<file path="src/rtl/bp_be_replay_fifo.sv">
// Replay buffer: entries stay resident from enqueue until explicitly committed, so the
// consumer can be rewound to the oldest uncommitted entry after a poison or flush.
module bp_be_replay_fifo #(
    parameter int unsigned width_p        = 64,
    parameter int unsigned els_p          = 8,
    parameter int unsigned max_inflight_p = els_p,
    localparam int unsigned ptr_width_lp  = $clog2(els_p) + 1,
    localparam int unsigned cnt_width_lp  = $clog2(els_p + 1)
) (
    input  logic                    clk_i,
    input  logic                    reset_n_i,
    input  logic [width_p-1:0]      data_i,
    input  logic                    v_i,
    output logic                    ready_o,
    output logic [width_p-1:0]      data_o,
    output logic                    v_o,
    input  logic                    yumi_i,
    input  logic                    commit_v_i,
    input  logic                    roll_v_i,
    input  logic                    clr_v_i,
    output logic [cnt_width_lp-1:0] count_o,
    output logic [cnt_width_lp-1:0] inflight_o,
    output logic                    empty_o,
    output logic                    full_o
);

    localparam int unsigned idx_width_lp = ptr_width_lp - 1;

    logic [width_p-1:0]      mem_r [els_p];
    logic [ptr_width_lp-1:0] cptr_r, rptr_r, wptr_r;
    logic [ptr_width_lp-1:0] cptr_n, rptr_n, wptr_n;
    logic [ptr_width_lp-1:0] count_full, inflight_full;
    logic                    out_of_reset_r;
    logic                    enq, issue, commit;

    assign count_full    = wptr_r - cptr_r;
    assign inflight_full = rptr_r - cptr_r;
    assign count_o       = cnt_width_lp'(count_full);
    assign inflight_o    = cnt_width_lp'(inflight_full);

    // Full when low bits match and the wrap bits differ.
    assign full_o  = (wptr_r[idx_width_lp-1:0] == cptr_r[idx_width_lp-1:0])
                   & (wptr_r[idx_width_lp] != cptr_r[idx_width_lp]);
    assign empty_o = (wptr_r == cptr_r);

    assign ready_o = ~full_o & out_of_reset_r;
    assign v_o     = (rptr_r != wptr_r)
                   & (inflight_o < cnt_width_lp'(max_inflight_p))
                   & out_of_reset_r;
    assign data_o  = mem_r[rptr_r[idx_width_lp-1:0]];

    assign enq    = v_i & ready_o;
    assign issue  = yumi_i & v_o;
    assign commit = commit_v_i & (inflight_full != '0);

    // Rollback overrides issue; clear truncates the write pointer to wherever reads end up.
    always_comb begin
        cptr_n = cptr_r + ptr_width_lp'(commit);
        rptr_n = rptr_r + ptr_width_lp'(issue);
        wptr_n = wptr_r + ptr_width_lp'(enq);
        if (roll_v_i) begin
            rptr_n = cptr_n;
        end
        if (clr_v_i) begin
            wptr_n = rptr_n;
        end
    end

    always_ff @(posedge clk_i or negedge reset_n_i) begin
        if (!reset_n_i) begin
            cptr_r         <= '0;
            rptr_r         <= '0;
            wptr_r         <= '0;
            out_of_reset_r <= 1'b0;
        end else begin
            cptr_r         <= cptr_n;
            rptr_r         <= rptr_n;
            wptr_r         <= wptr_n;
            out_of_reset_r <= 1'b1;
        end
    end

    always_ff @(posedge clk_i) begin
        if (enq && !clr_v_i) begin
            mem_r[wptr_r[idx_width_lp-1:0]] <= data_i;
        end
    end

`ifndef SYNTHESIS
    yumi_legal: assert property (@(posedge clk_i) disable iff (!reset_n_i) yumi_i |-> v_o);
    commit_legal: assert property (@(posedge clk_i) disable iff (!reset_n_i)
                                   commit_v_i |-> (inflight_o != '0));
`endif

endmodule

</file>
<file path="config.mk">
export PLATFORM = sky130hd
export DESIGN_NAME = bp_be_replay_fifo
export DESIGN_NICKNAME = d
export VERILOG_FILES = /design/src/rtl/bp_be_replay_fifo.sv
export SDC_FILE = /design/constraint.sdc
export NUM_CORES = 1
export LEC_CHECK = 0
export CAP_MARGIN = 20
export CELL_PAD_IN_SITES_DETAIL_PLACEMENT = 1
export CELL_PAD_IN_SITES_GLOBAL_PLACEMENT = 2
export CORE_MARGIN = 3
export CORE_UTILIZATION = 30
export CTS_CLUSTER_SIZE = 25
export DETAILED_ROUTE_END_ITERATION = 10
export PLACE_DENSITY_LB_ADDON = 0.12
export SETUP_SLACK_MARGIN = 0.4
export SLEW_MARGIN = 20
export SYNTH_ARGS = -nofsm -noshare
export SYNTH_HDL_FRONTEND = slang
export SYNTH_SLANG_ARGS = --single-unit
export TNS_END_PERCENT = 20
</file>
<file path="constraint.sdc">
create_clock -name clk_i -period 8.8 [get_ports clk_i]
set_input_delay 1.76 -clock clk_i [delete_from_list [all_inputs] [get_ports clk_i]]
set_output_delay 1.76 -clock clk_i [all_outputs]
set_load 0.1 [all_outputs]
</file>
# --- Word level (Yosys, flattened, before mapping) ---
# Memory sizes are Yosys's and may differ from the RTL's.
# Cells that the tools add are included.
totals:
  out_inout_bits: 76
  wordCells: 30
  ramBits: 512
  n_memories: 1
  ff_bits: 13
  latchBits: 0
  input_bits: 71
  mem_bits_ro: 0
memory_table:
  columns: ["name", "words", "width", "read_ports", "rd_clocked_by_memory_dff", "wr", "line", "text"]
  rows:
  - ["mem_r", 8, 64, 1, 0, 1, "29", "logic [width_p-1:0] mem_r [els_p];"]
classes:
  n_bitwise: 8
  reduce_logical: 3
  eq_ne: 4
  mul: 0
  shifts: 0
  n_lt_le_gt_ge: 1
  div_mod_pow: 0
  muxes: 4
  n_addsub: 5
op_table:
  columns: ["op", "count"]
  rows:
  - ["4-bit by 1-bit adder with 4-bit output", 3]
  - ["4-bit two-way mux", 2]
  - ["4-bit subtractor", 2]
  - ["1-bit AND", 7]
  - ["4-bit equality test", 1]
  - ["4-bit < comparator, second input constant", 1]
  - ["4-bit != test", 1]
  - ["4-bit nonzero test", 1]
  - ["3-bit equality test", 1]
  - ["1-bit two-way mux", 2]
  - ["1-bit logical AND", 1]
  - ["1-bit zero test", 1]
  - ["1-bit != test", 1]
  - ["1-bit inverter", 1]

# --- Longest topological paths before layout ---
# Gate-level depths: netlist of the first run.
logic_depth:
  word_depth: 8
  depth_mapped: 15
  mapped_depth_nobuf: 12

# --- Worst setup path after synthesis of the first run ---
# OpenSTA, ideal clock, no wires.
synth_path:
  path_type: "input port to flip-flop"
  start: "in clr_v_i"
  end: "mem mem_r[2][0] (enable)"
  setup_time_ns: 0.644
  slack_ns: -0.273
  n_path_buf: 1
  path_stages: 4
  arrival_time_ns: 8.429
  required_ns: 8.156
  cell_sequence: "clkbuf_1 > nand2b_1 > or2_2 > nor4_1"
synth_via:
  elab_chain_len: 4
synth_rtl:
  columns: ["element", "line", "text"]
  rows:
  - ["start, declared", "20", "input logic clr_v_i,"]
  - ["1-bit zero test", "84", "if (enq && !clr_v_i) begin"]
  - ["1-bit logical AND", "84", null]
  - ["1-bit two-way mux", "84", null]
  - ["1-bit two-way mux (implied by the code)", "85", "mem_r[wptr_r[idx_width_lp-1:0]] <= data_i;"]
  - ["end, declared", "29", null]
# Every way passes these cells.

# --- Worst setup path in the final report of the first run ---
layout_path:
  start: "reg rptr_r[0]"
  end: "out data_o[63]"
layout_via:
  elab_chain_len: 1
layout_rtl:
  columns: ["element", "line", "text"]
  rows:
  - ["start, declared", "30", "logic [ptr_width_lp-1:0] cptr_r, rptr_r, wptr_r;"]
  - ["start signal, assigned", "77", "rptr_r <= rptr_n;"]
  - ["memory 8 x 64 bit", null, null]
  - ["end, declared", "15", "output logic [width_p-1:0] data_o,"]
# Every way passes these cells.

==> results.md, run 1 <==
* Final wirelength at 47.2 mm
* Cts repair resizes at 0
* Syn Nets at 928
* Nets at 1,115
* Number of synthesized flops with an enable pin at 512
* Top post-synthesis cells by area: edfxtp_1 (76%), mux4_2 (14%), mux2_2 (3.8%), dfrtp_1 (1.6%), ha_1 (0.74%)
* Setup Fix Bufs, Post-CTS at 0
* Clock sink total at 525
* Total gr overflow at 0
* Starting Density at 30.5%
* CP Max Fanout at 39
* Cell Chain, Critical Path: buf_4 > mux4_2 > mux2_2 > clkdlybuf4s50_1
* Status: finished clean
* CP delay by family, top: buffers and inverters
* Least-Margin Pin Slew at 1.13 ns
* Avg WL per Cell at 24.3 um
* Ys async rst share at 2.48%
* Fmax at 165 MHz
* Worst-path clk slew at 0.06 ns
* Slew Limit Fails at 0
* RSZ-0062 raised after global routing: no
* Worst clock skew at 0.0141 ns
* Ports at 147
* Worst slew margin at 24.3%
* Crit-path max cell delay at 0.98 ns
* Initial antenna violation count at 6
* Crit path kind: reg -> out
* Pre-Repair DR Iteration Count at 4
* Final core utilization at 37.1%
* Post-route antenna net violation count at 0
* Chip Width at 265 um
* Crit end category: output pin
* PortBufs at 146
* Residual DRC count at 0
* Unique masters post-synth at 32
* Num rows at 94
* Tmin final at 6.06 ns
* Post-DR vias/cell at 4.67
* Data arrival, critical path at 4.30 ns
* CP Launch Type: flop
* Clock root buffer: clkbuf_16
* Post-synth top flop: edfxtp_1
* CTS tree: built
* Hold Violations, Final at 0
* Seq/Total Area, Yosys at 77.8%
* Synth Area per Inst at 23.9 sq um
* Vias in the first global route at 10,300
* Setup TNS at 0 ns
* Critical-path top delay cell: dfrtp_4
* Yosys reg bits at 525
* Die Y-Extent at 265 um
* Commonest non-fill, non-tap cells in the layout: edfxtp_1 (512), clkdlybuf4s50_1 (146), mux4_2 (128), mux2_2 (69), clkbuf_16 (60)
* Drt initial violations at 614
* Final period util at 68.8%
* Area Growth Syn to Fin at 21.7%
* Max-cap violations at 0
* CTS Hold Buffers Added at 0
* Clk buf depth at 3
* Share of cells above drive strength 1 at 29.1%
* Hold/Removal Path Class: reg -> reg
* Synth top area share at 76.2%
* Commonest non-fill, non-tap cell in the layout: edfxtp_1
* # setup viols final at 0
* Post-Synthesis Cells at 843
* Global-route wire length before repair at 70.4 mm
* Warnings, synthesis at 0
* CP bufs+invs at 2
* GP Congestion at 0.661
* CTS Buf Count at 59
* H-tree depth at 2
* Largest net degree at the start of global routing at 58
* Critical Path RT at 7.04 ns
* Die area at 70,400 sq um
* Gr usage total at 13.6%
* Clk_lat worst skew at 0.61 ns
* Yosys top cell by area: edfxtp_1
* Via count at 9,100
* Post-DP HPWL at 25.4 mm
* Post-Syn Area at 20,200 sq um
* Core area at 66,200 sq um
[through the flow]
stage	instance area [sq um]	hold WS [ns]	setup slack, ns	std cells
final	24600	0.528	2.74	1947
after global routing	24600	0.555	2.43	1942
after CTS	24600	0.534	2.56	1941
after detailed placement	22700	0.524	3.24	1833
after global placement	22700	0.524	3.25	1833
after floorplan	20200	0.473	1.20	843
[cell type report]
type	instances	area, sq um
Fill cell	6325	41600
Sequential cell	525	15700
Multi-Input combinational cell	268	4270
Timing Repair Buffer	165	1620
Clock buffer	67	1530
Tap cell	864	1080
Clock inverter	41	313
Inverter	11	41.3
Antenna cell	6	15.0
[state kept, by name, indices dropped and copies added, names as in the netlist]
| name | count |
|---|---|
| rptr_r | 4 |
| cptr_r | 4 |
| wptr_r | 4 |
| mem_r | 512 |
| out_of_reset_r | 1 |
[kinds of logic (layout without fill, tap and decap cells)]
| family | after synthesis | count (layout) | synth area share (%) |
|---|---|---|---|
| AND/OR/NAND/NOR | 32 | 32 | 0.818 |
| flip-flops | 525 | 525 | 77.8 |
| adder cells (fa/ha/maj) | 14 | 14 | 0.942 |
| other | 1 | 7 | 0.0186 |
| AO/OA/AOI/OAI | 9 | 9 | 0.304 |
| buffers and inverters | 50 | 284 | 1.37 |
| XOR/XNOR | 15 | 15 | 0.651 |
| multiplexers | 197 | 197 | 18.1 |
[layer usage]
layer	up-vias	routed length, um	global-route usage [%]
li1	3950	-	-
met1	4917	20700	17.9
met2	163	23600	23.1
met3	68	1880	2.74
met4	2	996	3.67
met5	-	11	0
[path summary, 6_finish.rpt]
path	depth (start not counted)	slack, ns	start	endpoint
max reg2reg	9	4.94	wptr_r[0]	mem_r[5][41]
min reg2reg	1	0.53	cptr_r[2]	cptr_r[2]
min in group asynchronous	1	1.57	reset_n_i	out_of_reset_r
min	1	0.53	cptr_r[2]	cptr_r[2]
max in group asynchronous	1	6.73	reset_n_i	rptr_r[2]
max	4	2.74	rptr_r[0]	data_o[63]
[cells in the mapped netlist (5+ instances only)]
cell	number
buf_1	9
buf_2	5
buf_6	11
clkbuf_1	14
dfrtp_1	13
edfxtp_1	512
ha_1	12
inv_1	11
mux2_2	69
mux4_2	128
nand2_1	5
nand3_1	5
nor2_1	6
xnor2_1	5
xor2_1	10
Power of run 1 is left out: the tool's default activity adds up to more than one toggle a clock period on the data nets, which glitch-free logic cannot reach.
==> run 2: changes to the inputs <==
==> constraint.sdc (replaced) <==
create_clock -name clk_i -period 5.4 [get_ports clk_i]
set_input_delay 1.08 -clock clk_i [delete_from_list [all_inputs] [get_ports clk_i]]
set_output_delay 1.08 -clock clk_i [all_outputs]
set_load 0.1 [all_outputs]
==> run 2 against run 1 <==
Compared with the run above: critical path depth is the same; cell count shrank 0.21%; via count rose by 0.45%; sequential share of layout area decreased by 0.18 points; non-clock buffer count grew 1; setup slack got worse by 2.1 ns.
==> results.md, run 2 (synthesis gave the netlist of run 1 again) <==
* Gr usage total at 13.4%
* Starting Density at 30.5%
* Largest net degree at the start of global routing at 65
* Setup Fix Bufs, Post-CTS at 0
* Data arrival, critical path at 3.67 ns
* Least-Margin Pin Slew at 1.08 ns
* Worst-path clk slew at 0.05 ns
* Drt initial violations at 488
* Commonest non-fill, non-tap cells in the layout: edfxtp_1 (512), clkdlybuf4s50_1 (139), mux4_2 (128), mux2_2 (69), clkbuf_16 (60)
* Pre-Repair DR Iteration Count at 5
* Chip Width at 265 um
* Final period util at 88.1%
* Post-route antenna net violation count at 0
* Max-cap violations at 0
* Max reg flops at 512
* Status: finished clean
* CP delay by family, top: buffers and inverters
* Core area at 66,200 sq um
* Initial antenna violation count at 6
* Hold/Removal Path Class: reg -> reg
* Crit end category: output pin
* CTS tree: built
* Slew Limit Fails at 0
* CP Max Fanout at 27
* Fmax at 210 MHz
* Die Y-Extent at 265 um
* Worst clock skew at 0.0148 ns
* Clock sink total at 525
* Total gr overflow at 0
* Cell Chain, Critical Path: buf_4 > mux4_2 > mux2_2 > clkdlybuf4s50_1
* Area Growth Syn to Fin at 22.1%
* CTS Buf Count at 60
* Clk_lat worst skew at 0.60 ns
* Die area at 70,400 sq um
* Residual DRC count at 0
* Cts repair resizes at 0
* Crit-path max cell delay at 0.98 ns
* Layout Cells excl Fill at 1,943
* Post-DR vias/cell at 4.70
* Ports at 147
* Num rows at 94
* RSZ-0062 raised after global routing: no
* Clk buf depth at 3
* Tmin final at 4.75 ns
* Via count at 9,141
* Placed cells at 1,834
* Worst slew margin at 27.8%
* PortBufs at 146
* CP bufs+invs at 2
* Commonest non-fill, non-tap cell in the layout: edfxtp_1
* GP Congestion at 0.673
* Global-route wire length before repair at 69.9 mm
* Final wirelength at 46.8 mm
* # setup viols final at 0
* Post-DP HPWL at 23.9 mm
* Avg WL per Cell at 24.1 um
* Vias in the first global route at 10,400
* Nets at 1,117
* CP Launch Type: flop
* Hold Violations, Final at 0
* Crit path kind: reg -> out
* CTS Hold Buffers Added at 0
* Clock root buffer: clkbuf_16
* Critical-path top delay cell: clkdlybuf4s50_1
* Critical Path RT at 4.32 ns
* H-tree depth at 2
* Share of cells above drive strength 1 at 28.9%
-- run 2: cell count changes in the layout (fill, tap and decap cells not counted), sizes merged --
cell / change
clkinvlp: -1
bufinv: -2
buf: +8
clkbuf: +10
clkdlybuf4s50: -7
clkinv: -7
diode: -5
-- run 2: stage by stage --
step / util, % / setup WS, ns / hold slack (ns) / area [sq um] / setup TNS, ns
6_report: 37.2 / 0.645 / 0.517 / 24600 / 0
5_1_grt: 37.2 / 0.424 / 0.550 / 24600 / 0
4_1_cts: 37.2 / 0.509 / 0.522 / 24600 / 0
3_5_place_dp: 34.5 / 1.19 / 0.513 / 22900 / 0
3_3_place_gp: 34.5 / 1.20 / 0.515 / 22900 / 0
2_1_floorplan: - / -1.33 / 0.473 / 20200 / -372.74
-- run 2: path summary, 6_finish.rpt --
kind	startpoint	to	slack, ns	cells after the start
max	rptr_r[0]	data_o[27]	0.65	4
min	cptr_r[2]	cptr_r[2]	0.52	1
max reg2reg	rptr_r[0]	wptr_r[1]	2.14	9
min reg2reg	cptr_r[2]	cptr_r[2]	0.52	1
max in group asynchronous	reset_n_i	rptr_r[2]	4.02	1
min in group asynchronous	reset_n_i	out_of_reset_r	0.88	1
-- run 2: layout make-up --
type                    instances  area [sq um]
fillers                      6274         41600
well taps                     864          1080
repair buffers                166          1740
diodes                          1          2.50
clock inverters                31           223
clock buffers                  77          1570
inverters                      11          41.3
flip-flops and latches        525         15700
multi-input cells             268          4280
-- run 2: per-layer routing --
layer	global-route usage [%]	wire length, um	up-vias
met4	3.59	910	10
met1	18.3	21500	4968
met2	22.0	22500	141
met3	2.90	1870	72
met5	0	47	-
li1	-	-	3950
Power of run 2 is left out for the same reason.
==> run 3: changes to the inputs <==
--- a/config.mk
+++ b/config.mk
@@ -9,7 +9,7 @@
 export CELL_PAD_IN_SITES_DETAIL_PLACEMENT = 1
 export CELL_PAD_IN_SITES_GLOBAL_PLACEMENT = 2
 export CORE_MARGIN = 3
-export CORE_UTILIZATION = 30
+export CORE_UTILIZATION = 40
 export CTS_CLUSTER_SIZE = 25
 export DETAILED_ROUTE_END_ITERATION = 10
 export PLACE_DENSITY_LB_ADDON = 0.12
@@ -18,4 +18,4 @@
 export SYNTH_ARGS = -nofsm -noshare
 export SYNTH_HDL_FRONTEND = slang
 export SYNTH_SLANG_ARGS = --single-unit
-export TNS_END_PERCENT = 20
+export TNS_END_PERCENT = 50
==> run 3 against run 2 <==
Compared with the run above: fmax grew 1.8%; utilization grew 12 points; hold slack gained 0.021 ns; cell count shrank 10%; routed wire length shrank 8.1%; die area shrank 24%; design area shrank 1.4%; sequential share of layout area grew 0.92 points; critical path type unchanged.
==> results.md, run 3 (synthesis gave the netlist of run 1 again) <==
* Data arrival, critical path at 3.59 ns
* Cell Chain, Critical Path: buf_4 > mux4_2 > mux2_2 > clkdlybuf4s50_1
* Post-DR vias/cell at 5.17
* Least-Margin Pin Slew at 1.11 ns
* M1 wire length at 19.1 mm
* Hold Crit Depth at 1
* RSZ-0062 raised after global routing: no
* Reg-to-reg slack, setup at 1.89 ns
* Max reg flops at 512
* Avg WL per Cell at 24.7 um
* FF-to-FF End: wptr_r[1]
* Core area at 49,400 sq um
* Residual DRC count at 0
* CP Launch Type: flop
* Crit end category: output pin
* Clock root buffer: clkbuf_16
* Placed cells at 1,638
* Commonest non-fill, non-tap cell in the layout: edfxtp_1
* CTS tree: built
* Vias in the first global route at 10,100
* CP delay by family, top: buffers and inverters
* Final core utilization at 49.2%
* Die Y-Extent at 231 um
* Gr usage total at 16.5%
* Final wirelength at 43.0 mm
* Hold Violations, Final at 0
* Worst slew margin at 26.0%
* Worst clock skew at 0.0181 ns
* Starting Density at 40.9%
* Fmax at 214 MHz
* Commonest non-fill, non-tap cells in the layout: edfxtp_1 (512), clkdlybuf4s50_1 (138), mux4_2 (128), mux2_2 (69), clkbuf_16 (57)
* Largest net degree at the start of global routing at 65
* Setup Fix Bufs, Post-CTS at 0
* PortBufs at 146
* Critical Path RT at 4.32 ns
* R2R depth at 10
* Crit-path max cell delay at 0.97 ns
* Global-route wire length before repair at 65.3 mm
* Post-DP HPWL at 22.9 mm
* Post-route antenna net violation count at 0
* Crit path kind: reg -> out
* Area Growth Syn to Fin at 20.3%
* Max-cap violations at 0
* Via count at 9,022
* Nets at 1,117
* Share of cells above drive strength 1 at 29.3%
* R2R Path Start: rptr_r[2]
* Die area at 53,200 sq um
* Status: finished clean
* Ports at 147
* GP Congestion at 0.674
* CTS Hold Buffers Added at 0
* Top routing layer in use: met5
* H-tree depth at 2
* Clk_lat worst skew at 0.59 ns
* Final period util at 86.5%
* Clk buf depth at 3
* Final hold slack at 0.538 ns
* CP Max Fanout at 22
* Initial antenna violation count at 5
* Pre-Repair DR Iteration Count at 4
* Worst-path clk slew at 0.06 ns
* Slew Limit Fails at 0
* Met3 WL at 2.05 mm
* Routed met2 length at 21.0 mm
* Chip Width at 231 um
* Layout Cells excl Fill at 1,744
* # setup viols final at 0
* CP bufs+invs at 2
* Clock sink total at 525
* Placed Area at 22,600 sq um
* Hold path start: cptr_r[2]
* Critical-path top delay cell: clkdlybuf4s50_1
* CTS Buf Count at 56
* Drt initial violations at 520
* Hold/Removal Path Class: reg -> reg
* Hold path endpoint: cptr_r[2]
* Cts repair resizes at 0
* Tmin final at 4.67 ns
* Final Cell Area at 24,300 sq um
* Total gr overflow at 0
* Num rows at 81
-- run 3: changes by cell type in the layout (fill, tap and decap cells not counted), sizes merged --
| cell | previous run | this run |
|---|---|---|
| buf | 27 | 32 |
| clkbuf | 77 | 73 |
| clkdlybuf4s50 | 139 | 138 |
| clkinv | 26 | 24 |
| clkinvlp | 1 | 3 |
| diode | 1 | 2 |
-- run 3: worst max path at each step --
stage               startpoint     endpoint  depth (start not counted)
floorplan            wptr_r[0]  mem_r[0][0]                          7
CTS                  rptr_r[0]   data_o[33]                          4
global placement     rptr_r[0]   data_o[28]                          4
finish               rptr_r[0]   data_o[33]                          4
global route         rptr_r[0]   data_o[33]                          4
detailed placement   rptr_r[0]   data_o[33]                          4
-- run 3: area by class of cell --
type | instances | area [sq um]
clock buffers | 73 | 1490
inverters | 11 | 41.3
diodes | 2 | 5.00
clock inverters | 31 | 208
well taps | 664 | 831
repair buffers | 170 | 1730
multi-input cells | 268 | 4280
flip-flops and latches | 525 | 15700
fillers | 4401 | 25100
-- run 3: stage by stage --
stage | TNS, ns | setup WS (ns)
2_1_floorplan | -372.74 | -1.33
3_3_place_gp | 0 | 1.29
3_5_place_dp | 0 | 1.27
4_1_cts | 0 | 0.614
5_1_grt | 0 | 0.528
6_report | 0 | 0.727
-- run 3: metal layers --
metal	up-vias	GRT usage, %
li1	3942	-
met1	4833	23.0
met2	170	26.9
met3	71	3.27
met4	6	4.38
met5	-	0
Power of run 3 is left out for the same reason.
